==> config.mk <==
export PLATFORM = sky130hd
export DESIGN_NAME = parking_ledger_flat
export DESIGN_NICKNAME = d
export VERILOG_FILES = /design/src/rtl/parking_ledger_pkg.sv /design/src/rtl/parking_ledger_if.sv /design/src/rtl/parking_ledger_fee_calc.sv /design/src/rtl/parking_ledger.sv /design/src/flat_wrapper.sv
export SDC_FILE = /design/constraint.sdc
export NUM_CORES = 1
export LEC_CHECK = 0
export CAP_MARGIN = 40
export CORE_MARGIN = 4
export CORE_UTILIZATION = 60
export DETAILED_ROUTE_END_ITERATION = 16
export PLACE_DENSITY = 0.83
export SYNTH_ARGS = -nofsm -noshare
export SYNTH_HDL_FRONTEND = slang
export SYNTH_SLANG_ARGS = --single-unit
==> constraint.sdc <==
create_clock -name clk -period 6.2 [get_ports clk]
set_input_delay 1.24 -clock clk [delete_from_list [all_inputs] [get_ports clk]]
set_output_delay 1.24 -clock clk [all_outputs]
set_load 0.01 [all_outputs]
==> src/rtl/parking_ledger_pkg.sv <==
// Shared types and helpers for the parking ledger: FSM state encoding,
// default widths, slot-ID width and fee saturation.
package parking_pkg;

   localparam int unsigned TIME_W_DEF = 11;
   localparam int unsigned FEE_W_DEF  = 16;

   typedef enum logic [1:0] {
      IDLE,
      EXEC,
      RESP
   } state_e;

   // Width needed to carry slot IDs 0..n.
   function automatic int unsigned slot_w(input int unsigned n);
      return $clog2(n + 1);
   endfunction

   // Clamp a product to the largest value representable in fw bits.
   function automatic logic [63:0] sat_fee(input logic [63:0] prod, input int unsigned fw);
      logic [63:0] lim;
      if (fw >= 64) return prod;
      lim = (64'd1 << fw) - 64'd1;
      return (prod > lim) ? lim : prod;
   endfunction

endpackage

==> src/rtl/parking_ledger_if.sv <==
// Request/response and status bundle between the keypad front end
// (master) and the parking ledger (slave).
interface parking_ledger_if
   import parking_pkg::*;
#(
   parameter int unsigned NUM_SLOTS = 6,
   parameter int unsigned TIME_W    = TIME_W_DEF,
   parameter int unsigned FEE_W     = FEE_W_DEF
) ();

   localparam int unsigned SLOT_W = slot_w(NUM_SLOTS);

   logic                 req_valid;
   logic                 req_ready;
   logic [SLOT_W-1:0]    req_slot;
   logic [TIME_W-1:0]    timer;
   logic                 resp_valid;
   logic                 resp_checkout;
   logic                 resp_error;
   logic [FEE_W-1:0]     resp_fee;
   logic [NUM_SLOTS-1:0] occupied;
   logic [SLOT_W-1:0]    free_count;

   modport master (
      output req_valid, req_slot, timer,
      input  req_ready, resp_valid, resp_checkout, resp_error, resp_fee,
             occupied, free_count
   );

   modport slave (
      input  req_valid, req_slot, timer,
      output req_ready, resp_valid, resp_checkout, resp_error, resp_fee,
             occupied, free_count
   );

endinterface

==> src/rtl/parking_ledger_fee_calc.sv <==
// Combinational fee: elapsed ticks (less the grace period when
// PARKING_GRACE_EN is defined) times RATE, saturated to FEE_W bits.
module parking_fee_calc
   import parking_pkg::*;
#(
   parameter int unsigned TIME_W = TIME_W_DEF,
   parameter int unsigned FEE_W  = FEE_W_DEF,
   parameter int unsigned RATE   = 1,
   parameter int unsigned GRACE  = 5
) (
   input  logic [TIME_W-1:0] elapsed_i,
   output logic [FEE_W-1:0]  fee_o
);

   localparam int unsigned PROD_W = TIME_W + $clog2(RATE + 1);

   logic [TIME_W-1:0] charged;
   logic [PROD_W-1:0] prod;

   // Charged ticks, full-width product, then clamp.
   always_comb begin
`ifdef PARKING_GRACE_EN
      if (elapsed_i < TIME_W'(GRACE)) charged = '0;
      else                            charged = elapsed_i - TIME_W'(GRACE);
`else
      charged = elapsed_i;
`endif
      prod  = PROD_W'(charged) * PROD_W'(RATE);
      fee_o = FEE_W'(sat_fee(64'(prod), FEE_W));
   end

endmodule

==> src/rtl/parking_ledger.sv <==
// Parking ledger top: check-in/check-out per bay with entry-time storage,
// three-cycle IDLE/EXEC/RESP transaction, occupancy map and free count.
// Optional grace period is enabled with the PARKING_GRACE_EN macro.
module parking_ledger
   import parking_pkg::*;
#(
   parameter int unsigned NUM_SLOTS = 6,
   parameter int unsigned TIME_W    = TIME_W_DEF,
   parameter int unsigned FEE_W     = FEE_W_DEF,
   parameter int unsigned RATE      = 1,
   parameter int unsigned GRACE     = 5
) (
   input  logic            clk,
   input  logic            reset,
   parking_ledger_if.slave bus
);

   localparam int unsigned SLOT_W = slot_w(NUM_SLOTS);

   state_e               state_q, state_d;
   logic [SLOT_W-1:0]    slot_q;
   logic [TIME_W-1:0]    time_q;
   logic [TIME_W-1:0]    entry_q [NUM_SLOTS];
   logic [NUM_SLOTS-1:0] occ_q;
   logic [SLOT_W-1:0]    free_q;
   logic                 chk_q, err_q;
   logic [FEE_W-1:0]     fee_q;

   logic [NUM_SLOTS-1:0] hit;
   logic                 hit_occ;
   logic [TIME_W-1:0]    entry_sel;
   logic [TIME_W-1:0]    elapsed;
   logic [FEE_W-1:0]     fee_calc;

   // FSM state register
   always_ff @(posedge clk or posedge reset) begin
      if (reset) state_q <= IDLE;
      else       state_q <= state_d;
   end

   // FSM next state: accept only in IDLE, then a fixed EXEC/RESP pair
   always_comb begin
      state_d = state_q;
      case (state_q)
         IDLE:    if (bus.req_valid) state_d = EXEC;
         EXEC:    state_d = RESP;
         RESP:    state_d = IDLE;
         default: state_d = IDLE;
      endcase
   end

   // FSM outputs
   always_comb begin
      bus.req_ready  = (state_q == IDLE);
      bus.resp_valid = (state_q == RESP);
   end

   assign bus.resp_checkout = chk_q;
   assign bus.resp_error    = err_q;
   assign bus.resp_fee      = fee_q;
   assign bus.occupied      = occ_q;
   assign bus.free_count    = free_q;

   // Slot decode: one-hot hit (all-zero for out-of-range IDs) and elapsed time
   always_comb begin
      hit       = '0;
      hit_occ   = 1'b0;
      entry_sel = '0;
      for (int unsigned i = 0; i < NUM_SLOTS; i++) begin
         if (slot_q == SLOT_W'(i + 1)) begin
            hit[i]    = 1'b1;
            hit_occ   = occ_q[i];
            entry_sel = entry_q[i];
         end
      end
      elapsed = time_q - entry_sel;
   end

   parking_fee_calc #(
      .TIME_W (TIME_W),
      .FEE_W  (FEE_W),
      .RATE   (RATE),
      .GRACE  (GRACE)
   ) u_fee (
      .elapsed_i (elapsed),
      .fee_o     (fee_calc)
   );

   // Request register: capture slot and time on acceptance
   always_ff @(posedge clk or posedge reset) begin
      if (reset) begin
         slot_q <= '0;
         time_q <= '0;
      end else if (state_q == IDLE && bus.req_valid) begin
         slot_q <= bus.req_slot;
         time_q <= bus.timer;
      end
   end

   // Ledger and response registers, updated in the EXEC cycle
   always_ff @(posedge clk or posedge reset) begin
      if (reset) begin
         for (int unsigned i = 0; i < NUM_SLOTS; i++) entry_q[i] <= '0;
         occ_q  <= '0;
         free_q <= SLOT_W'(NUM_SLOTS);
         chk_q  <= 1'b0;
         err_q  <= 1'b0;
         fee_q  <= '0;
      end else if (state_q == EXEC) begin
         if (hit == '0) begin
            err_q <= 1'b1;
            chk_q <= 1'b0;
            fee_q <= '0;
         end else if (hit_occ) begin
            err_q  <= 1'b0;
            chk_q  <= 1'b1;
            fee_q  <= fee_calc;
            occ_q  <= occ_q & ~hit;
            free_q <= free_q + SLOT_W'(1);
            for (int unsigned i = 0; i < NUM_SLOTS; i++)
               if (hit[i]) entry_q[i] <= '0;
         end else begin
            err_q  <= 1'b0;
            chk_q  <= 1'b0;
            fee_q  <= '0;
            occ_q  <= occ_q | hit;
            free_q <= free_q - SLOT_W'(1);
            for (int unsigned i = 0; i < NUM_SLOTS; i++)
               if (hit[i]) entry_q[i] <= time_q;
         end
      end
   end

endmodule
==> src/flat_wrapper.sv <==
// flat-port wrapper written by rule: the top's interface ports become plain ports
module parking_ledger_flat import parking_pkg::*;
#(
   parameter int unsigned NUM_SLOTS = 6,
   parameter int unsigned TIME_W    = TIME_W_DEF,
   parameter int unsigned FEE_W     = FEE_W_DEF,
   parameter int unsigned RATE      = 1,
   parameter int unsigned GRACE     = 5
)
  (clk, reset, bus_req_valid, bus_req_slot, bus_timer, bus_req_ready, bus_resp_valid, bus_resp_checkout, bus_resp_error, bus_resp_fee, bus_occupied, bus_free_count);
  parking_ledger_if #(.NUM_SLOTS(NUM_SLOTS), .TIME_W(TIME_W), .FEE_W(FEE_W)) bus_i ();
  input  logic clk;
  input  logic reset;
  input wire logic [$bits(bus_i.req_valid)-1:0] bus_req_valid;
  input wire logic [$bits(bus_i.req_slot)-1:0] bus_req_slot;
  input wire logic [$bits(bus_i.timer)-1:0] bus_timer;
  output wire logic [$bits(bus_i.req_ready)-1:0] bus_req_ready;
  output wire logic [$bits(bus_i.resp_valid)-1:0] bus_resp_valid;
  output wire logic [$bits(bus_i.resp_checkout)-1:0] bus_resp_checkout;
  output wire logic [$bits(bus_i.resp_error)-1:0] bus_resp_error;
  output wire logic [$bits(bus_i.resp_fee)-1:0] bus_resp_fee;
  output wire logic [$bits(bus_i.occupied)-1:0] bus_occupied;
  output wire logic [$bits(bus_i.free_count)-1:0] bus_free_count;
  assign bus_i.req_valid = bus_req_valid;
  assign bus_i.req_slot = bus_req_slot;
  assign bus_i.timer = bus_timer;
  assign bus_req_ready = bus_i.req_ready;
  assign bus_resp_valid = bus_i.resp_valid;
  assign bus_resp_checkout = bus_i.resp_checkout;
  assign bus_resp_error = bus_i.resp_error;
  assign bus_resp_fee = bus_i.resp_fee;
  assign bus_occupied = bus_i.occupied;
  assign bus_free_count = bus_i.free_count;
  parking_ledger #(.NUM_SLOTS(NUM_SLOTS), .TIME_W(TIME_W), .FEE_W(FEE_W), .RATE(RATE), .GRACE(GRACE)) u_core (.clk(clk), .reset(reset), .bus(bus_i));
endmodule
# Yosys cells after proc, flatten, opt, wreduce, memory -nomap -nowiden
# Cells that the tools add are included.
# classes
div,0
bitwise_logic,4
n_mux,40
shift,0
n_mul,0
reduce_logical,10
order_cmp,0
n_eq_ne,9
add_sub_neg,3
# ops
op,count
$mux 11,19
$mux 66,1
$reduce_and 3->1,6
$mux 16,1
$mux 1,15
$sub 11x11->11,1
$eq 3x3->1 const B,3
$and 6x6->6,1
$eq 3x2->1 const B,2
$logic_not 6->1,1
$mux 6,1
$not 6->6,1
$or 6x6->6,1
$pmux 2 s2,1
$add 3x1->3 const B,1
$eq 3x1->1 const B,1
$mux 3,1
$sub 3x1->3 const B,1
$eq 2x1->1 const B,1
$eq 2x2->1 const B,1
$logic_not 2->1,1
$mux 2,1
$ne 2x2->1 const B,1
$reduce_and 2->1,1
other kinds (2),2
# word_totals
latch_bits,0
ramBits,0
input_bits,17
romBits,0
mem_count,0
regBits,109

# Logic depth before layout (Yosys ltp)
# Gate-level depths: netlist of the first run.
# depth
ltp_word,10
depth_mapped,14
ltp_nobuf,12

# Hierarchy
# Synthesis of the first run repeated with hierarchy kept, for this count alone.
# unflattened
cells_unflattened,526
hier_area_um2,5192.5
# modules_own_cells
mod,n_inst,seq_area_each_um2,cells_each,area_each_um2
parking_ledger,1,2730.1,509,5068.6
parking_fee_calc,1,0.0,17,123.9

# Worst setup path after synthesis of the first run
# No wires, ideal clock.
# synth_path
kind,register to register
startpoint,reg u_core.slot_q[1]
endpoint,reg u_core.fee_q[10] (netlist: u_core.bus.resp_fee[10])
path_slack_ns,3.140
stages_incl_launch_ff,14
period_less_slack_ns,3.060
n_path_buf,4
setup_time_ns,0.122
t_arrival_ns,2.938
t_required_ns,6.078
path_cell_list,dfrtp_1 -> buf_6 -> buf_2 -> buf_2 -> buf_1 -> mux2i_1 -> a21oi_1 -> ha_1 -> fa_1 -> nand2b_1 -> a21oi_1 -> o2111a_1 -> o211ai_1 -> a32o_1
# synth_via
elab_chain_cells,10
word_cells_on_any_way,28
classes_between,add/sub (1); eq/ne (6); mux (20); reduce/logical (1)
# synth_lines
element,line_no,text
from (decl),parking_ledger.sv:21,logic [SLOT_W-1:0] slot_q;
from (signal assigned),parking_ledger.sv:95,slot_q <= bus.req_slot;
$eq 3x1->1,parking_ledger.sv:70,if (slot_q == SLOT_W'(i + 1)) begin
$mux 11 (6 in series),parking_ledger.sv:70,
$sub 11x11->11,parking_ledger.sv:76,elapsed = time_q - entry_sel;
$mux 11,parking_ledger.sv:114,end else if (hit_occ) begin
$mux 16 *,parking_ledger.sv:110,if (hit == '0) begin
to (signal assigned),parking_ledger.sv:117,fee_q <= fee_calc;
to (decl),parking_ledger.sv:27,logic [FEE_W-1:0] fee_q;
# Every way passes the cells marked *; elsewhere a longest branch is shown, timed or not.
# A chain may end at the register's enable or synchronous reset.

# Worst setup path in the final report of the first run
# Ends and elaborated chain as after synthesis.

==> summary.md, run 1 <==
| Metric | Value |
|---|---|
| # resized after CTS | `0` |
| Htree depth | `3` |
| Worst-path cell chain | `nand2_1 -> nor2_1 -> nor2_1 -> o22ai_1 -> a21oi_1 -> ha_1 -> fa_1 -> nand2b_1 -> a21oi_1 -> o2111a_1 -> o211ai_1 -> a32o_1` |
| Synthesis-to-finish area growth | `11.89%` |
| Placed Cells | `652` |
| Clk sinks | `104` |
| Vias post-DR | `3,914` |
| Total iterations of the first detailed-routing run | `5` |
| Post-DP Area | `5612 µm²` |
| PwrDens | `489.5 nW/µm²` |
| FP Rows | `33` |
| # fillers | `roughly 630` |
| Final WS setup | `2.595 ns` |
| Fin crit share | `0.5814` |
| Critical path class | `flip-flop to flip-flop` |
| Clk_lat worst skew | `between 0.3 and 0.4 ns` |
| Synth top area cells | `dfrtp_1 (49%), nand2_1 (7.7%), o21ai_1 (4.7%)` |
| Dpl ws | `2.645 ns` |
| DR vias/cell | `roughly 5.9` |
| Port Buffers | `40` |
| Final hold slack | `0.4827 ns` |
| DR iter-0 viols | `327` |
| Crit Path Max Fanout | `21` |
| Avg WL per Cell | `17.18 µm` |
| RSZ-0062 raised after global routing | `false` |
| Starting density of the core | `0.6237` |
| YS warnings | `0` |
| # diodes | `0` |
| All-Layer GR Usage | `0.2474` |
| Fmax | `about 280 MHz` |
| Sequential-to-total area share from yosys stat | `0.5033` |
| Post-DP HPWL | `7988 µm` |
| Max VDD drop | `0.0001911 V` |
| Remaining global-route overflow | `0` |
| Post-synthesis mux area share | `0.04979` |
| Ys flop type | `dfrtp_1` |
| Status | `finished, final reports clean` |
| Die area | `10,180 µm²` |
| Setup TNS | `0 ns` |
| Worst slew pin tran | `~0.9 ns` |
| Post-route DRC | `0` |
| Gpl congestion | `between 0.8 and 0.9` |
| Yosys cell types | `53` |
| FFs w/ async S/R, synth | `1.000` |
| Final setup viols | `0` |
| Compound-Gate Fraction of Synth Area | `0.1956` |
| Fin crit period | `3.605 ns` |
| Critical Path Source Type | `flip-flop` |
| Cell taking the most area after synthesis | `dfrtp_1` |
| Hold_buf cts | `0` |
| ANT nets after route | `0` |
| Relative slew slack | `0.4019` |
| Vias in the first global route | `4,001` |
| Number of enable flip-flop cells after synthesis | `0` |
| CP max stage cell | `dfrtp_1` |
| Die height | `100.9 µm` |
| Kind of end point of the critical path | `flip-flop` |
| Main combinational cell family by area after synthesis | `compound AO/OA/AOI/OAI gates` |
| I/O pin cnt | `46` |
| Initial antenna violation count | `0` |
| Total core area | `8299 µm²` |
| Final Non-Filler Cells | `668` |
| Post CTS Setup Buffer Count | `0` |
| Synth top area share | `0.4931` |
| First-pass GRT wire length | `19,800 µm` |
| CP required | `6.45 ns` |
| Maximum clock path buffer count | `2` |
| Worst Clk Skew | `0.01436 ns` |
| Simple-gate share of the synthesized area | `0.1678` |
| Final Hold Fails | `0` |
| Final nets | `587` |
| Final core occ | `0.6979` |
| Clk root buf | `clkbuf_8` |
| CTS tree | `done` |
| Width of the die | `100.9 µm` |
| CTS Buf Count | `9` |
| CP arrival | `3.86 ns` |
| Slowest cell delay on critical path | `0.83 ns` |
| Total power | `between 2 and 3 mW` |
| Leakage | `2.606 nW` |
| Syn_area_per_cell | `about 9.7 µm²` |
| Post-synthesis instance total | `approximately 530` |
| Final slew viol count | `0` |
| Fin area | `5792 µm²` |
| Layout cells sized above 1 | `0.1243` |
| Largest net degree at the start of global routing | `63` |
| Flops & latches, synth | `approximately 100` |
| Final WL | `11,480 µm` |
| Worst Hold Class | `flip-flop to flip-flop` |
| Synth Area in Adders | `0.03191` |
| Max-cap viol count | `0` |
| Post-Synth XOR/XNOR Area | `0.005076` |
| Post-Syn Area | `5176 µm²` |
| Clock slew at reported path FFs | `0.10 ns` |
## flip-flops by register name (all words and copies together), names as in the netlist, named ones only
signal and count:
u_core.bus.resp_checkout 1, u_core.state_q 2, u_core.bus.free_count 3, u_core.slot_q 3, u_core.bus.resp_error 1, u_core.time_q 11
u_core.bus.resp_fee 11, u_core.entry_q 66
## final cells by class
type,count,area (µm²),area share
clock buffer,10,127.6,0.02203
clock inverter,6,52.55,0.009073
inverter,12,47.55,0.008209
multi-input combinational,383,2349,0.4055
sequential,104,2605,0.4498
tap,105,131.4,0.02268
timing repair buffer,48,479.2,0.08274
## power by group
group | switching (mW) | total [mW] | internal, mW | leakage (nW)
Sequential | 0.184 | 1.14 | 0.956 | 1.34
Clock | 0.240 | 0.393 | 0.152 | 0.0938
Combinational | 0.738 | 1.30 | 0.564 | 1.17
Total | 1.16 | 2.83 | 1.67 | 2.61
## worst paths after layout
check	start	to	cells past startpoint	slack [ns]
min in group asynchronous	reset	asynchronous set/reset pin	2	1.26
worst max-delay path	u_core.slot_q[1]	u_core.bus.resp_fee[10]	12	2.60
worst max register to register	u_core.slot_q[1]	u_core.bus.resp_fee[10]	12	2.60
max in group asynchronous	reset	u_core.entry_q[32]	3	3.75
worst min register to register	u_core.entry_q[10]	u_core.entry_q[10]	2	0.48
worst min-delay path	u_core.entry_q[10]	u_core.entry_q[10]	2	0.48
## placed cells by master, fill, tap and decap left out, types with 6 or more instances in the layout
cell	instances
a21oi_1	18
clkbuf_8	9
clkdlybuf4s50_1	40
dfrtp_1	102
ha_1	10
inv_1	11
mux2_2	14
mux2i_1	10
nand2_1	106
nand2_4	10
nor2_1	38
o211ai_1	10
o21a_1	6
o21ai_0	28
o21ai_1	49
o21ai_2	13
o221ai_1	9
## routing by layer
| layer | track usage | vias up | share of wire |
|---|---|---|---|
| met5 | 0 | - | 0 |
| met4 | 0.07047 | 0 | 0.020 |
| li1 | - | 1892 | - |
| met2 | 0.3894 | 125 | 0.47 |
| met3 | 0.04775 | 22 | 0.053 |
| met1 | 0.3519 | 1875 | 0.46 |
## synthesized netlist by cell type, drive strengths merged (4+ instances only)
| library cell | instances |
|---|---|
| buf | 16 |
| mux2i | 10 |
| inv | 12 |
| dfrtp | 102 |
| o221ai | 9 |
| o21a | 6 |
| nand2 | 116 |
| nand2b | 4 |
| nor2 | 38 |
| or3 | 5 |
| ha | 10 |
| a221oi | 4 |
| mux2 | 14 |
| a32o | 5 |
| a21oi | 18 |
| clkbuf | 22 |
| o21ai | 90 |
| o211ai | 10 |
## critical path, delay by kind of cell, from the launching register on
kind,cells,cell delay [ns]
adder cells (fa/ha/maj),2,0.64
AO/OA/AOI/OAI,6,1.11
flip-flops,1,0.83
AND/OR/NAND/NOR,4,0.92
## logic make-up after synthesis
logic type / after synthesis
AND/OR/NAND/NOR: 185
AO/OA/AOI/OAI: 154
flip-flops: 104
buffers and inverters: 50
multiplexers: 24
adder cells (fa/ha/maj): 12
XOR/XNOR: 3
other: 1
Note: power is estimated with default switching activity, not from simulation.
==> inputs of run 2 (changes only) <==
--- a/config.mk
+++ b/config.mk
@@ -7,9 +7,9 @@
 export LEC_CHECK = 0
 export CAP_MARGIN = 40
 export CORE_MARGIN = 4
-export CORE_UTILIZATION = 60
+export CORE_UTILIZATION = 58
 export DETAILED_ROUTE_END_ITERATION = 16
-export PLACE_DENSITY = 0.83
+export PLACE_DENSITY = 0.8
 export SYNTH_ARGS = -nofsm -noshare
 export SYNTH_HDL_FRONTEND = slang
 export SYNTH_SLANG_ARGS = --single-unit
==> constraint.sdc (replaced) <==
create_clock -name clk -period 3.5 [get_ports clk]
set_input_delay 0.7 -clock clk [delete_from_list [all_inputs] [get_ports clk]]
set_output_delay 0.7 -clock clk [all_outputs]
set_load 0.01 [all_outputs]
==> run 2 against run 1 <==
- die area increased by 3.2%
- cell count increased by 1.0%
- final area increased by 1.5%
==> summary.md, run 2 (synthesis gave the netlist of run 1 again) <==
| Metric | Value |
|---|---|
| Post-DP Area | `5685 µm² (+1.3%)` |
| Placed Cells | `660 (+1.2%)` |
| DR vias/cell | `5.945 (+1.5%)` |
| First-pass GRT wire length | `19,170 µm (-3.2%)` |
| Remaining global-route overflow | `0 (unchanged)` |
| Hold Path Sink | `u_core.bus.resp_checkout` |
| Fmax | `313.9 MHz (+13%)` |
| All-Layer GR Usage | `0.2337 (-0.01370)` |
| Clk sinks | `104 (unchanged)` |
| Crit path from | `u_core.slot_q[1]` |
| Post CTS Setup Buffer Count | `0 (unchanged)` |
| Clk_lat worst skew | `0.36 ns (about the same)` |
| Max VDD drop | `0.0003241 V (+70%)` |
| CP required | `3.76 ns (-2.69 ns)` |
| Total iterations of the first detailed-routing run | `5 (unchanged)` |
| Fin crit share | `0.9103 (+0.3289)` |
| Kind of end point of the critical path | `flip-flop` |
| FF-to-FF End | `u_core.bus.resp_fee[10]` |
| RSZ-0062 raised after global routing | `false` |
| Fin area | `5881 µm² (+1.5%)` |
| Synthesis-to-finish area growth | `13.61%` |
| Final WS setup | `0.3140 ns (-2.281 ns)` |
| PwrDens | `869.4 nW/µm² (+78%)` |
| Port Buffers | `40 (unchanged)` |
| Fin crit period | `3.186 ns (-0.4188 ns)` |
| Hold Crit Depth | `2 (unchanged)` |
| Vias in the first global route | `3,757 (-6.1%)` |
| Post-DP HPWL | `8251 µm (+3.3%)` |
| Number of flip-flops in the largest register | `66 (unchanged)` |
| Commonest non-fill, non-tap cell in the layout | `nand2_1` |
| FP Rows | `34 (+3.0%)` |
| CTS tree | `done` |
| DR iter-0 viols | `306 (-6.4%)` |
| # fillers | `664 (+4.7%)` |
| Final Hold Fails | `0 (unchanged)` |
| Post-route DRC | `0 (unchanged)` |
| Starting density of the core | `0.5935 (-0.03016)` |
| Layout cells sized above 1 | `0.1323 (+0.007941)` |
| Avg WL per Cell | `17.05 µm (-0.77%)` |
| Vias post-DR | `4,013 (+2.5%)` |
| Critical path class | `flip-flop to flip-flop` |
| Clk root buf | `clkbuf_8` |
| ANT nets after route | `0 (unchanged)` |
| Crit Path Max Fanout | `10 (-52%)` |
| Critical Path Source Type | `flip-flop` |
| Total power | `5.112 mW (+80%)` |
| Final nets | `592 (+0.85%)` |
| Worst R2R Setup Slack | `0.31 ns (-2.28 ns)` |
| Gpl congestion | `0.9339 (+7.9%)` |
| Final core occ | `0.6743 (-0.02355)` |
| Leakage | `2.651 nW (+1.8%)` |
| Maximum clock path buffer count | `2 (unchanged)` |
| Worst Hold Class | `flip-flop to flip-flop` |
| Register area | `2605 µm² (unchanged)` |
| Initial antenna violation count | `0 (unchanged)` |
| Most frequent cells in the layout | `nand2_1 (106), dfrtp_1 (102), o21ai_1 (49)` |
| Max-cap viol count | `0 (unchanged)` |
| Die area | `10,500 µm² (+3.2%)` |
| Clock slew at reported path FFs | `0.10 ns (about the same)` |
| Worst R2R Start | `u_core.slot_q[1]` |
| CP max stage cell | `dfrtp_1` |
| Dpl ws | `0.3607 ns (-2.285 ns)` |
| Setup TNS | `0 ns (unchanged)` |
| Slowest cell delay on critical path | `0.58 ns (-0.25 ns)` |
| CTS Buf Count | `9 (unchanged)` |
| Worst Clk Skew | `0.005655 ns (-0.008710 ns)` |
| R2R cell count | `12 (unchanged)` |
| Final slew viol count | `0 (unchanged)` |
| Final setup viols | `0 (unchanged)` |
| Total core area | `8721 µm² (+5.1%)` |
| Htree depth | `3 (unchanged)` |
| Footprint of the multi-input gates | `2349 µm² (unchanged)` |
| Hold_buf cts | `0 (unchanged)` |
| Status | `finished, final reports clean` |
| Largest Register | `u_core.entry_q` |
| Hold_sp | `u_core.bus.resp_checkout` |
| Final Non-Filler Cells | `675 (+1.0%)` |
| Worst slew pin tran | `0.9398 ns (+0.04255 ns)` |
| # diodes | `0 (unchanged)` |
| I/O pin cnt | `46 (unchanged)` |
| Width of the die | `102.5 µm (+1.6%)` |
| Relative slew slack | `0.3735 (-0.02837)` |
| Final hold slack | `0.4843 ns (+0.001607 ns)` |
| # resized after CTS | `0 (unchanged)` |
| Worst-path cell chain | `nand2_1 -> nor2_1 -> nor2_1 -> o22ai_1 -> a21oi_1 -> ha_1 -> fa_1 -> nand2b_1 -> a21oi_1 -> o2111a_1 -> o211ai_1 -> a32o_1` |
| Die height | `102.5 µm (+1.6%)` |
| Final WL | `11,510 µm (+0.27%)` |
| Largest net degree at the start of global routing | `52 (-17%)` |
| CP arrival | `3.44 ns (-0.42 ns)` |
-- run 2: power by group --
part	internal [mW]	total (mW)	leakage, nW	switching [mW]
logic	1.02	2.33	1.21	1.31
clock network	0.347	0.752	0.102	0.405
registers	1.69	2.03	1.34	0.338
-- run 2: final cells by class --
| class | count | share of cell area |
|---|---|---|
| sequential | 104 | 0.4430 |
| inverter | 12 | 0.008085 |
| clock buffer | 10 | 0.02340 |
| tap | 108 | 0.02298 |
| timing repair buffer | 53 | 0.09340 |
| multi-input combinational | 383 | 0.3994 |
| clock inverter | 5 | 0.009787 |
-- run 2: layer usage --
metal  routed length [µm]  global-route usage
met3                  682             0.04232
met4                  110             0.04642
met5                    0                   0
met2                 5437              0.3714
met1                 5278              0.3396
-- run 2: worst max path at each step --
stage / endpoint / slack [ns]
6_report: u_core.bus.resp_fee[10] / 0.31
4_1_cts: u_core.bus.resp_fee[10] / 0.34
2_1_floorplan: asynchronous set/reset pin / 0.07
3_5_place_dp: u_core.bus.resp_fee[10] / 0.36
5_1_grt: u_core.bus.resp_fee[10] / 0.10
3_3_place_gp: u_core.bus.resp_fee[10] / 0.50
-- run 2: critical path, delay by kind of cell (launching register included) --
family                   cells  cell delay (ns)
AO/OA/AOI/OAI                6             1.15
adder cells (fa/ha/maj)      2             0.59
flip-flops                   1             0.58
AND/OR/NAND/NOR              4             0.76
==> RTL change 1: new RTL, flow settings as in run 2 <==
Add a define of `PARKING_GRACE_EN`.
--- a/src/rtl/parking_ledger_fee_calc.sv
+++ b/src/rtl/parking_ledger_fee_calc.sv
@@ -1,5 +1,7 @@
 // Combinational fee: elapsed ticks (less the grace period when
 // PARKING_GRACE_EN is defined) times RATE, saturated to FEE_W bits.
+`define PARKING_GRACE_EN
+
 module parking_fee_calc
    import parking_pkg::*;
 #(
Check against the original RTL: not equivalent (a bounded check fails within 10 cycles, from zero or initial values and one cycle with reset high).
==> RTL change 1 against run 2 <==
The run now ends with setup timing left. Wire length up 18%. Count of clock-buffer cells in the layout up 1. Worst setup slack worse by 0.61 ns. Sequential cell count unchanged. Area after synthesis up 0.77%. Design area up 11%. Power up 32%. Critical path type unchanged. Largest cell class unchanged. Highest routed layer unchanged.
==> RTL change 1: results (changes against run 2) <==
reg2reg_depth: 13  # +1
status: "finished with violations"
fin_ws_ns: -0.292  # -0.606 ns
arrival_ns: 4.06  # +0.62 ns
num_vias: 4404  # +9.7%
violations: "setup timing"
nFillCells: 557  # -16%
setup-violations-final: 11  # +11
leakage_nw: 2.94  # +11%
layout.nets: 657  # +11%
hold_start: "u_core.entry_q[59]$_DFFE_PP0P_"
maxSlewHeadroom_pct: 38.7  # +1.4 points
syn_avg_cell_area_um2: 9.50  # -2.2%
route.met2.wl_mm: 6.83  # +26%
worstPathMaxFanout: 6  # -4
met1_usage_pct: 34.3  # +0.33 points
grt_max_degree: 105  # +100%
dpl.hpwl_mm: 8.80  # +6.7%
wire_per_inst_um: 18.3  # +7.6%
synth_common_cells: "nand2_1 (116), o21ai_0 (104), dfrtp_1 (102), clkbuf_1 (26), mux2_2 (22)"
wl_met1_mm: 5.62  # +6.4%
grt_pass1_wl_mm: 21.0  # +9.6%
yosys-top-cells-area: "dfrtp_1 (49%), o21ai_0 (10%), nand2_1 (8.3%)"
crit_end: "u_core.bus.resp_fee[9]$_DFFE_PP0N_"
synth_cell_types: 57  # +7.5%
whs_ns: 0.487  # +0.00232 ns
place_inst: 713  # +8.0%
stdcell_count: 740  # +9.6%
drt_iter0_drc: 242  # -21%
clock_skew_ns: 0.0128  # +0.00717 ns
-- RTL change 1: changes by cell type after synthesis, sizes merged, moves of 6 or more --
cell and change:
xor2 +6, mux2 +8, a221o +7, xnor2 +8
o21ai +15, o221ai -9, buf -6, a21oi -9
nor2 -23, o211ai -7
-- RTL change 1: power by group --
group / switching (mW) / internal [mW] / total [mW]
Clock: 0.417 / 0.495 / 0.912
Sequential: 0.326 / 1.68 / 2.01
Combinational: 2.00 / 1.84 / 3.84
Total: 2.74 / 4.02 / 6.76
-- RTL change 1: final cells by class --
| cell class | count | area [um2] | area share (%) |
|---|---|---|---|
| clock buffer | 11 | 141 | 2.16 |
| clock inverter | 5 | 104 | 1.59 |
| inverter | 13 | 51.3 | 0.785 |
| multi-input combinational | 399 | 2590 | 39.7 |
| sequential | 104 | 2610 | 39.9 |
| tap | 108 | 135 | 2.07 |
| timing repair buffer | 100 | 906 | 13.9 |
-- RTL change 1: worst max-delay path, cell delays in order, from the launching register on --
cell and delay, ns:
dfrtp_2 0.49, buf_6 0.14, mux2_4 0.30, a221oi_4 0.27
a21oi_2 0.06, ha_2 0.23, fa_2 0.37, nor2b_4 0.18
o22ai_2 0.10, xnor2_2 0.18, a211oi_2 0.22, or4b_4 0.50
or3_1 0.33, o311ai_1 0.30
-- RTL change 1: kinds of logic after synthesis --
family | after synthesis | share of synthesized area, %
xor+xnor | 17 | 2.85
buf+inv | 50 | 4.01
simple gates | 173 | 14.5
fa+ha+maj | 13 | 3.41
mux | 34 | 7.05
other cells | 1 | 0.0719
flops | 104 | 49.9
compound gates | 157 | 18.2
-- RTL change 1: what timing repair did --
item / 4_1_cts / 5_1_grt
cloned: 0 / 0
pin swaps: 7 / 15
endpoints found under the setup margin: 11 / 11
resized for setup: 10 / 37
buffers inserted: 5 / 6
==> RTL change 2: new RTL, settings of run 2 <==
Without the edit above. Make the reset (`reset`) synchronous in 3 clocked blocks.
--- a/src/rtl/parking_ledger.sv
+++ b/src/rtl/parking_ledger.sv
@@ -33,7 +33,7 @@
    logic [FEE_W-1:0]     fee_calc;
 
    // FSM state register
-   always_ff @(posedge clk or posedge reset) begin
+   always_ff @(posedge clk) begin
       if (reset) state_q <= IDLE;
       else       state_q <= state_d;
    end
@@ -87,7 +87,7 @@
    );
 
    // Request register: capture slot and time on acceptance
-   always_ff @(posedge clk or posedge reset) begin
+   always_ff @(posedge clk) begin
       if (reset) begin
          slot_q <= '0;
          time_q <= '0;
@@ -98,7 +98,7 @@
    end
 
    // Ledger and response registers, updated in the EXEC cycle
-   always_ff @(posedge clk or posedge reset) begin
+   always_ff @(posedge clk) begin
       if (reset) begin
          for (int unsigned i = 0; i < NUM_SLOTS; i++) entry_q[i] <= '0;
          occ_q  <= '0;
Check against the original RTL: differs if reset is asserted again (counterexample within 4 cycles, from zero or initial values and one cycle with reset high); with reset held inactive, the same outputs for 4 cycles.
==> RTL change 2 against run 2 <==
Clock skew is 0.0090 ns higher. Critical path depth stayed put. Design area is 2.3% lower. Worst setup slack better by 0.27 ns. Global-route usage is 0.61 points lower. Cell count is 5.5% lower. Sequential cell count stayed put. First-iteration DRC count is 5.6% higher. Area after synthesis is 1.5% lower. Wire length is 4.1% lower.
Power is not compared: it rests on default switching activity, and its combinational part moved more than twofold at a synthesized area within 25%.
==> RTL change 2: results (changes against run 2) <==
synthArstFlopShare_pct: 0  # -100 points
grt_max_degree: 32  # -38%
yosys-top-cells-area: "edfxtp_1 (39%), dfxtp_1 (15%), and2_1 (7.6%)"
seq_area_frac_synth_pct: 53.8  # +3.5 points
min_period_over_period_pct: 83.3  # -7.7 points
drt_iter0_drc: 323  # +5.6%
maxSlewHeadroom_pct: 49.5  # +12 points
stdcell_count: 638  # -5.5%
dpl.hpwl_mm: 8.06  # -2.3%
via_per_inst: 5.85  # -1.6%
whs_ns: 0.476  # -0.00866 ns
clockBufferCount: 12  # +2
reg2reg_to: "u_core.bus.resp_fee[9]$_SDFFE_PP0N_"
layout.nets: 557  # -5.9%
nFillCells: 647  # -2.6%
drive_above_1_share_pct: 7.13  # -6.1 points
dpl-instance-area_um2: 5570  # -2.0%
multi_input_area_um2: 2170  # -7.5%
worstPathMaxFanout: 13  # +3
arrival_ns: 3.15  # -0.29 ns
grt_pass1_vias: 3543  # -5.7%
synth_cell_types: 58  # +9.4%
dp_slack_ns: 0.653  # +0.292 ns
utilization_pct: 68.5  # +1.1 points
grt_pass1_wl_mm: 18.1  # -5.5%
sh_seq_area_pct: 47.8  # +3.5 points
status: "finished clean"
-- RTL change 2: cell families (layout without fill, tap and decap cells) --
logic type | after synthesis | after routing | synth area share (%)
xor+xnor | 7 | 7 | 1.20
mux | 14 | 14 | 2.87
fa+ha+maj | 12 | 12 | 3.24
other cells | 1 | 5 | 0.0735
simple gates | 207 | 207 | 21.1
buf+inv | 44 | 78 | 3.93
compound gates | 106 | 106 | 13.8
flops | 104 | 104 | 53.8
-- RTL change 2: layer usage --
metal / part of all wire [%] / GRT usage, %
met3: 7.1 / 3.72
met2: 46 / 35.2
met5: 0 / 0
met1: 44 / 32.1
met4: 2.7 / 9.30
-- RTL change 2: report_power, final --
group          leakage, nW  total [mW]  switching (mW)  internal (mW)
Sequential           0.993        1.38          0.0347           1.34
Clock               0.0938       0.684           0.400          0.284
Combinational         1.01       0.380           0.226          0.155
